## src/rtl/pipe_hold_pkg.sv

```systemverilog
// Shared types and constants for the pipeline hold controller.
package pipe_hold_pkg;

  typedef enum logic [1:0] {
    PD_RUN,
    PD_DRAIN,
    PD_SLEEP
  } pd_state_t;

  // Stage indices for the default four-stage pipe.
  localparam int unsigned STG_D = 0;
  localparam int unsigned STG_R = 1;
  localparam int unsigned STG_E = 2;
  localparam int unsigned STG_C = 3;

endpackage

```

## src/rtl/pipe_hold_perf_cnt.sv

```systemverilog
// Saturating stall counter with synchronous clear taking priority over increment.
module pipe_hold_perf_cnt #(
  parameter int unsigned CNT_W = 16
) (
  input  logic             clk,
  input  logic             reset_l,
  input  logic             inc,
  input  logic             clr,
  output logic [CNT_W-1:0] cnt
);

  always_ff @(posedge clk or negedge reset_l) begin
    if (!reset_l) begin
      cnt <= '0;
    end else if (clr) begin
      cnt <= '0;
    end else if (inc && (cnt != '1)) begin
      cnt <= cnt + CNT_W'(1);
    end
  end

endmodule

```

## src/rtl/pipe_hold_ctl.sv

```systemverilog
// Merges hold sources into per-stage pipe holds, with powerdown drain/sleep and stall counters.
module pipe_hold_ctl
  import pipe_hold_pkg::*;
#(
  parameter int unsigned NUM_SRC = 12,
  parameter int unsigned NUM_STG = 4,
  parameter int unsigned CNT_W   = 16,
  localparam int unsigned SEL_W  = (NUM_STG > 1) ? $clog2(NUM_STG) : 1
) (
  input  logic                       clk,
  input  logic                       reset_l,
  input  logic [NUM_SRC-1:0]         hold_src,
  input  logic [NUM_SRC*NUM_STG-1:0] src_mask,
  input  logic [NUM_SRC-1:0]         src_dly,
  input  logic                       pd_req,
  input  logic                       pd_wake,
  input  logic                       perf_clr,
  input  logic [SEL_W-1:0]           perf_sel,
  output logic [NUM_STG-1:0]         hold_stg,
  output logic [NUM_STG-1:0]         hold_stg_q,
  output logic                       pd_ack,
  output logic [CNT_W-1:0]           perf_cnt
);

  localparam logic [SEL_W-1:0] DRAIN_LOAD = SEL_W'(NUM_STG - 1);

  pd_state_t          state_q;
  logic [SEL_W-1:0]   drain_cnt_q;
  logic [NUM_SRC-1:0] src_q;
  logic [NUM_SRC-1:0] eff;
  logic [NUM_STG-1:0] raw_src;
  logic [NUM_STG-1:0] raw;
  logic [NUM_STG-1:0] pd_hold;
  logic [CNT_W-1:0]   cnt [NUM_STG];

  always_ff @(posedge clk or negedge reset_l) begin
    if (!reset_l) begin
      src_q      <= '0;
      hold_stg_q <= '0;
    end else begin
      src_q      <= hold_src;
      hold_stg_q <= hold_stg;
    end
  end

  assign eff = (src_dly & src_q) | (~src_dly & hold_src);

  always_comb begin
    logic acc;
    raw_src = '0;
    for (int s = 0; s < NUM_STG; s++) begin
      acc = 1'b0;
      for (int i = 0; i < NUM_SRC; i++) begin
        acc = acc | (eff[i] & src_mask[i*NUM_STG+s]);
      end
      raw_src[s] = acc;
    end
  end

  always_comb begin
    pd_hold = '0;
    case (state_q)
      PD_DRAIN: pd_hold[0] = 1'b1;
      PD_SLEEP: pd_hold    = '1;
      default:  pd_hold    = '0;
    endcase
  end

  assign raw = raw_src | pd_hold;

  // A held stage holds every earlier stage behind it.
  always_comb begin
    logic acc;
    acc      = 1'b0;
    hold_stg = '0;
    for (int s = NUM_STG - 1; s >= 0; s--) begin
      acc         = acc | raw[s];
      hold_stg[s] = acc;
    end
  end

  // Drain counts only cycles where the last stage is free to retire.
  always_ff @(posedge clk or negedge reset_l) begin
    if (!reset_l) begin
      state_q     <= PD_RUN;
      drain_cnt_q <= '0;
      pd_ack      <= 1'b0;
    end else begin
      case (state_q)
        PD_RUN: begin
          pd_ack <= 1'b0;
          if (pd_req) begin
            state_q     <= PD_DRAIN;
            drain_cnt_q <= DRAIN_LOAD;
          end
        end
        PD_DRAIN: begin
          if (pd_wake) begin
            state_q     <= PD_RUN;
            drain_cnt_q <= '0;
          end else if (!raw_src[NUM_STG-1]) begin
            if (drain_cnt_q <= SEL_W'(1)) begin
              state_q     <= PD_SLEEP;
              drain_cnt_q <= '0;
              pd_ack      <= 1'b1;
            end else begin
              drain_cnt_q <= drain_cnt_q - SEL_W'(1);
            end
          end
        end
        PD_SLEEP: begin
          if (pd_wake) begin
            state_q <= PD_RUN;
            pd_ack  <= 1'b0;
          end
        end
        default: begin
          state_q     <= PD_RUN;
          drain_cnt_q <= '0;
          pd_ack      <= 1'b0;
        end
      endcase
    end
  end

  for (genvar s = 0; s < NUM_STG; s++) begin : g_cnt
    pipe_hold_perf_cnt #(
      .CNT_W(CNT_W)
    ) u_cnt (
      .clk    (clk),
      .reset_l(reset_l),
      .inc    (hold_stg[s]),
      .clr    (perf_clr),
      .cnt    (cnt[s])
    );
  end

  // Out-of-range selects match no stage and read as zero.
  always_comb begin
    perf_cnt = '0;
    for (int s = 0; s < NUM_STG; s++) begin
      if (perf_sel == SEL_W'(s)) perf_cnt = cnt[s];
    end
  end

endmodule

```

## config.mk

```make
export PLATFORM = sky130hd
export DESIGN_NAME = pipe_hold_ctl
export DESIGN_NICKNAME = d
export VERILOG_FILES = /design/src/rtl/pipe_hold_pkg.sv /design/src/rtl/pipe_hold_perf_cnt.sv /design/src/rtl/pipe_hold_ctl.sv
export SDC_FILE = /design/constraint.sdc
export NUM_CORES = 1
export LEC_CHECK = 0
export BUFFER_PORTS_ARGS = -buffer_cell sky130_fd_sc_hd__buf_4
export CORE_MARGIN = 4
export CORE_UTILIZATION = 34
export CTS_CLUSTER_DIAMETER = 120
export DETAILED_ROUTE_END_ITERATION = 10
export PLACE_DENSITY = 0.52
export SLEW_MARGIN = 15
export SYNTH_ARGS = -nofsm -noshare
export SYNTH_HDL_FRONTEND = slang
export SYNTH_HIERARCHICAL = 1
export SYNTH_SLANG_ARGS = --single-unit
```

## constraint.sdc

```tcl
create_clock -name clk -period 2.8 [get_ports clk]
set_input_delay 0.56 -clock clk [delete_from_list [all_inputs] [get_ports clk]]
set_output_delay 0.56 -clock clk [all_outputs]
set_load 0.005 [all_outputs]
```

* Word-level counts from Yosys, hierarchy flattened *
Cells that the tools add are included.

storage, ports and cells
  input bits = 79
  output and inout port bits = 25
  logic and storage cells = 176
  register bits = 85

operators by class
  add/subtract/negate cells = 5
  reductions and logical operators = 14
  eq/ne operators = 16
  magnitude comparators = 1
  bitwise logic cells = 101
  multiplexer cells = 30

operators by type and width
  kind                   count
  $mux 16                12
  $add 16x1->16 const B  4
  $ne 16x16->1 const B   4
  $and 1x1->1            48
  $or 1x1->1             47
  $and 12x12->12         2
  $mux 2                 9
  $not 12->12            1
  $or 12x12->12          1
  $pmux 2 s3             2
  $ne 2x2->1 const B     5
  $reduce_and 4->1       2
  $reduce_bool 2->1      4
  $eq 2x2->1 const B     3
  $ne 3x3->1 const B     2
  $mux 1                 5
  $eq 2x1->1 const B     2
  $logic_and 1x1->1      4
  $logic_not 2->1        2
  $or 4x4->4             1
  $mux 3                 1
  $reduce_and 3->1       1
  $le 2x1->1 const B     1
  $pmux 1 s2             1
  other kinds (3)        3

* Logic depth before layout (Yosys ltp) *
  depth after elaboration = 22
  depth in mapped cells = 10
  mapped depth without buffers = 8

* Hierarchy *
Netlist, hierarchy kept.

modules (own cells, without submodules)
  module              instances  cells an instance  seq. area each (µm²)  area an instance (µm²)
  pipe_hold_perf_cnt  4          98                 400.4                 942.2
  pipe_hold_ctl       1          138                525.5                 1617.8

* Worst setup path after synthesis *
OpenSTA, ideal clock, no wires.

  kind = in2reg
  start point = input port src_dly[11]
  end point = register g_cnt[0].u_cnt.cnt[8]
  slack = -0.044 ns
  stages = 10
  data required time = 2.722 ns
  arrival = 2.766 ns
  path buffers = 2
  library setup time = 0.078 ns
  cell sequence = mux2_4 a222oi_1 nand3_1 a2111oi_2 nand4_1 inv_1 clkbuf_1 clkbuf_1 o21ai_0 a21oi_1

on the way
  cells in the longest elaborated chain, start to end = 11
  elaborated cells on any way between the ends = 18
  classes of those cells = 16 x bitwise; 2 x reduce/logical

ends and longest elaborated chain
  what                                  line                      source
  from (decl)                           pipe_hold_ctl.sv:14       input logic [NUM_SRC-1:0] src_dly,
  $not 12->12                           pipe_hold_ctl.sv:46       assign eff = (src_dly & src_q) | (~src_dly & hold_src);
  $and 12x12->12                        pipe_hold_ctl.sv:46
  $or 12x12->12 *                       pipe_hold_ctl.sv:46
  $and 1x1->1                           pipe_hold_ctl.sv:54       acc = acc | (eff[i] & src_mask[i*NUM_STG+s]);
  $or 1x1->1                            pipe_hold_ctl.sv:54
  $or 4x4->4 *                          pipe_hold_ctl.sv:69       assign raw = raw_src | pd_hold;
  $or 1x1->1 (2 in series)              pipe_hold_ctl.sv:77       acc = acc | raw[s];
  $or 1x1->1 *                          pipe_hold_ctl.sv:77
  named net hold_stg[0]                 pipe_hold_ctl.sv:19       output logic [NUM_STG-1:0] hold_stg,
  $logic_and 1x1->1 *                   pipe_hold_perf_cnt.sv:17  end else if (inc && (cnt != '1)) begin
  $reduce_bool 2->1 (no source line) *  n/a
  to (signal assigned)                  pipe_hold_perf_cnt.sv:18  cnt <= cnt + CNT_W'(1);
  to (decl)                             pipe_hold_perf_cnt.sv:9   output logic [CNT_W-1:0] cnt

The timed path passes the listed nets; every way through them passes the cells marked *.
A chain may end at the register's enable or synchronous reset.

* Worst setup path after layout *
  start point = input port src_dly[7]
  end point = output port hold_stg[0]

on the way
  cells in the longest elaborated chain, start to end = 13
  elaborated cells on any way between the ends = 32
  classes of those cells = 32 x bitwise

ends and longest elaborated chain
  what                      line
  $not 12->12               pipe_hold_ctl.sv:46
  $and 12x12->12            pipe_hold_ctl.sv:46
  $or 12x12->12 *           pipe_hold_ctl.sv:46
  $and 1x1->1               pipe_hold_ctl.sv:54
  $or 1x1->1 (5 in series)  pipe_hold_ctl.sv:54
  $or 4x4->4 *              pipe_hold_ctl.sv:69
  $or 1x1->1 (2 in series)  pipe_hold_ctl.sv:77
  $or 1x1->1 *              pipe_hold_ctl.sv:77
  to (decl)                 pipe_hold_ctl.sv:19

Mark *: on every way between the ends. The rest lies on a longest branch, timed or not.

==> results by group <==
Cells and area
  • Area grow syn2layout: 28.3%
  • Fraction of layout cells with a size suffix above 1: approximately a third
  • FILL cells: 1,458
  • Final net count: 740
  • Finished Core Util: 45.0%
  • N_diodes: 0
  • Final std cells w/o fill: around 870
  • Final Cell Area: 6910 µm²

Synth
  • Async SR Flop Fraction: 100%
  • EDFF count, synth: 0
  • Syn nets: 616
  • Most used DFF post-synth: dfrtp_1
  • Synth Cell Area: 5390 µm²
  • Syn Inst Count: between 500 and 600
  • Syn Area/Cell: 10.2 µm²
  • Largest cells by area after synthesis: dfrtp_1 (39%), mux4_2 (6.7%), a21oi_1 (4.2%)
  • Synth Warn #: 6
  • Number of library cell types mapped by synthesis: 51
  • Flops & latches, synth: between 80 and 90
  • Area leader, netlist: dfrtp_1
  • Register area share after synthesis: 39.5%
  • Top-area cell type share of the netlist area: 39.5%

Timing
  • Max-slew headroom: 50.0%
  • Worst clock skew: 0.0113 ns
  • RSZ-0062 raised after global routing: true
  • Minimum clock period: 2.75 ns
  • Final setup violation count: 0
  • Final slew viol count: 0
  • Final period util: 98.4%
  • Worst slew pin tran: 0.745 ns
  • Hold slack: 0.190 ns
  • Final Hold Viols: 0
  • F_max: 0.363 GHz

Drt
  • Post-route ant nets: 0
  • Post-detailed-route DRC marker count: 0
  • Avg WL per Cell: 18.9 µm
  • Vias per cell: around 5.7
  • Via Count: 4,970
  • Total iterations of the first detailed-routing run: 5
  • DR iter-0 viols: 291
  • Routed wire length: 16,400 µm

CTS
  • Post CTS Setup Buffer Count: 0
  • Clock-pin slew on the worst setup and hold paths: 0.06 ns
  • CTS tree: done
  • H-tree depth: 3
  • Hold Buf Count CTS: 0
  • Clock buffer count from CTS: 9
  • Clock Latency Late Sink: 0.35 ns
  • Clk buf depth: 2
  • Sink Count: between 80 and 90
  • Clock root buffer master: clkbuf_16

Pwr
  • Pwr Density: 435 nW/µm²
  • Maximum vdd drop: 0.302 mV
  • Total power: 0.00301 W
  • Leak Pwr: just under 3 nW

Worst hold path
  • Worst hold-check path type: input port to asynchronous set/reset pin

Critical path
  • Worst setup EP type: output pin
  • CP startpoint kind: input port
  • Crit Path Class: input port to output pin
  • Worst Path Required: roughly 2.2 ns
  • CP Max Fanout: 6
  • Arrival time worst endpoint: between 2 and 2.5 ns

Floorplan
  • Starting Density: 35.0%
  • # rows: 45
  • Die X: ~130 µm
  • DIE HEIGHT: 134 µm
  • Core area: 15,400 µm²
  • Total die area: ~18,000 µm²
  • I/O Pins: 104

Placed design
  • Placed Instance Area: 6590 µm²
  • Number of port buffers: 103
  • Placer Congestion: 0.810
  • HPWL after DPL: 12,300 µm
  • Placed cells: 854

Global routing
  • Initial antenna violation count: 0
  • First-pass GRT wire length: roughly 27,000 µm
  • Gr usage total: between 10% and 20%
  • Global route overflow: 0
  • Vias in the first global route: about 5,000
  • Largest net degree at the start of global routing: 67

Run
  • Maxcap violations: 0

Run status
  • Status: finished clean
[cell usage in the layout, fill, tap and decap left out, types with 2 or more instances in the layout]
cell / instances
o31ai_1: 28
or3_2: 4
nand4_1: 30
a22o_1: 3
o211ai_2: 4
nand2_1: 41
o21ai_0: 6
and4_2: 8
nor4_4: 4
mux4_2: 16
mux2_2: 9
buf_12: 3
o21ai_1: 12
inv_1: 14
nor2b_1: 19
ha_1: 7
dfrtp_1: 85
a21oi_1: 45
buf_4: 132
or3_1: 9
and4_1: 3
nand3_1: 15
and3_1: 9
mux2_4: 3
buf_6: 2
or4_1: 21
a22oi_2: 2
nand4_2: 4
nor2_1: 20
a221oi_2: 3
clkbuf_16: 9
or4_2: 8
nand2b_1: 2
a22oi_1: 9
nor3_1: 5
a211oi_2: 5
nor4_1: 17
mux2_1: 16
nand3b_1: 5
[worst paths after layout]
| path | start | endpoint | slack (ns) | cells after the start |
|---|---|---|---|---|
| max | src_dly[7] | hold_stg[0] | 0.05 | 9 |
| min | reset_l | g_cnt[0].u_cnt/cnt[11] | 0.19 | 1 |
| max reg2reg | state_q[0] | g_cnt[0].u_cnt/cnt[14] | 0.32 | 10 |
| min reg2reg | state_q[1] | state_q[1] | 0.55 | 1 |
| max in group asynchronous | reset_l | src_q[7] | 1.98 | 2 |
| min in group clk | hold_src[1] | src_q[1] | 0.33 | 1 |
[sequential cells by signal, indices dropped and copies added, names as in the netlist]
name             count
pd_ack               1
hold_stg_q           4
src_q               12
g_cnt.u_cnt/cnt     64
drain_cnt_q          2
state_q              2
[power by group]
part / total, W / switching, W / leakage [nW] / internal (W)
Clock: 0.00118 / 0.000503 / 0.134 / 0.000682
Sequential: 0.00133 / 0.0000556 / 1.12 / 0.00127
Combinational: 0.000494 / 0.000244 / 1.70 / 0.000250
[kinds of logic after synthesis]
| logic type | count (synthesis) | share of synthesized area (%) |
|---|---|---|
| flip-flops | 85 | 39.5 |
| multiplexers | 45 | 12.9 |
| AO/OA/AOI/OAI | 125 | 15.9 |
| AND/OR/NAND/NOR | 229 | 26.8 |
| buffers and inverters | 39 | 3.32 |
| adder cells (fa/ha/maj) | 7 | 1.63 |
[layer usage]
metal  vias up  track usage, %  wire length [µm]
li1       2343               -                 -
met1      2486            24.3              7150
met2       126            31.2              8170
met3        15            4.76               855
met4         0            5.03               204
met5         -               0                 0
[metrics by stage]
stage | TNS (ns) | setup WS (ns)
final | 0 | 0.0457
after global routing | -0.0948 | -0.0948
after CTS | -0.0431 | -0.0431
after detailed placement | -2.09 | -0.145
after global placement | -0.983 | -0.0871
after floorplan | 0 | 0.0288
[synth_stat cells, types with 6 or more instances]
master and number:
o31ai_1 28, a22oi_1 10, mux4_2 16, and3_1 9, nand4_1 30, a21oi_1 45
and4_2 8, nand3_1 16, or3_1 9, or4_1 21, mux2_1 16, o21ai_1 12
clkbuf_1 18, or4_2 8, o21ai_0 6, nor2_1 21, nand2_1 41, mux2_2 9
nor4_1 17, nor2b_1 19, dfrtp_1 85, inv_1 14, ha_1 7
[cell type report]
cell class | count | area (µm²) | share of cell area (%)
clock inverter | 4 | 51.3 | 0.742
timing repair buffer | 137 | 1070 | 15.5
inverter | 15 | 56.3 | 0.814
sequential | 85 | 2130 | 30.8
clock buffer | 10 | 229 | 3.31
multi-input combinational | 406 | 3110 | 45.0
tap | 211 | 264 | 3.82
[worst max-delay path: stages]
cell      delay, ns
buf_4          0.08
mux2_2         0.36
a22o_1         0.25
a221oi_2       0.19
and3_1         0.25
buf_4          0.13
nand4_1        0.10
buf_6          0.16
buf_6          0.11
[timing repair]
action                                 4_1_cts  5_1_grt
endpoints found under the hold margin        0        0
pin swaps                                    3        1
setup endpoints to repair                    3        3
resized for setup                            2        6
Power figures use the tool's default switching activity.
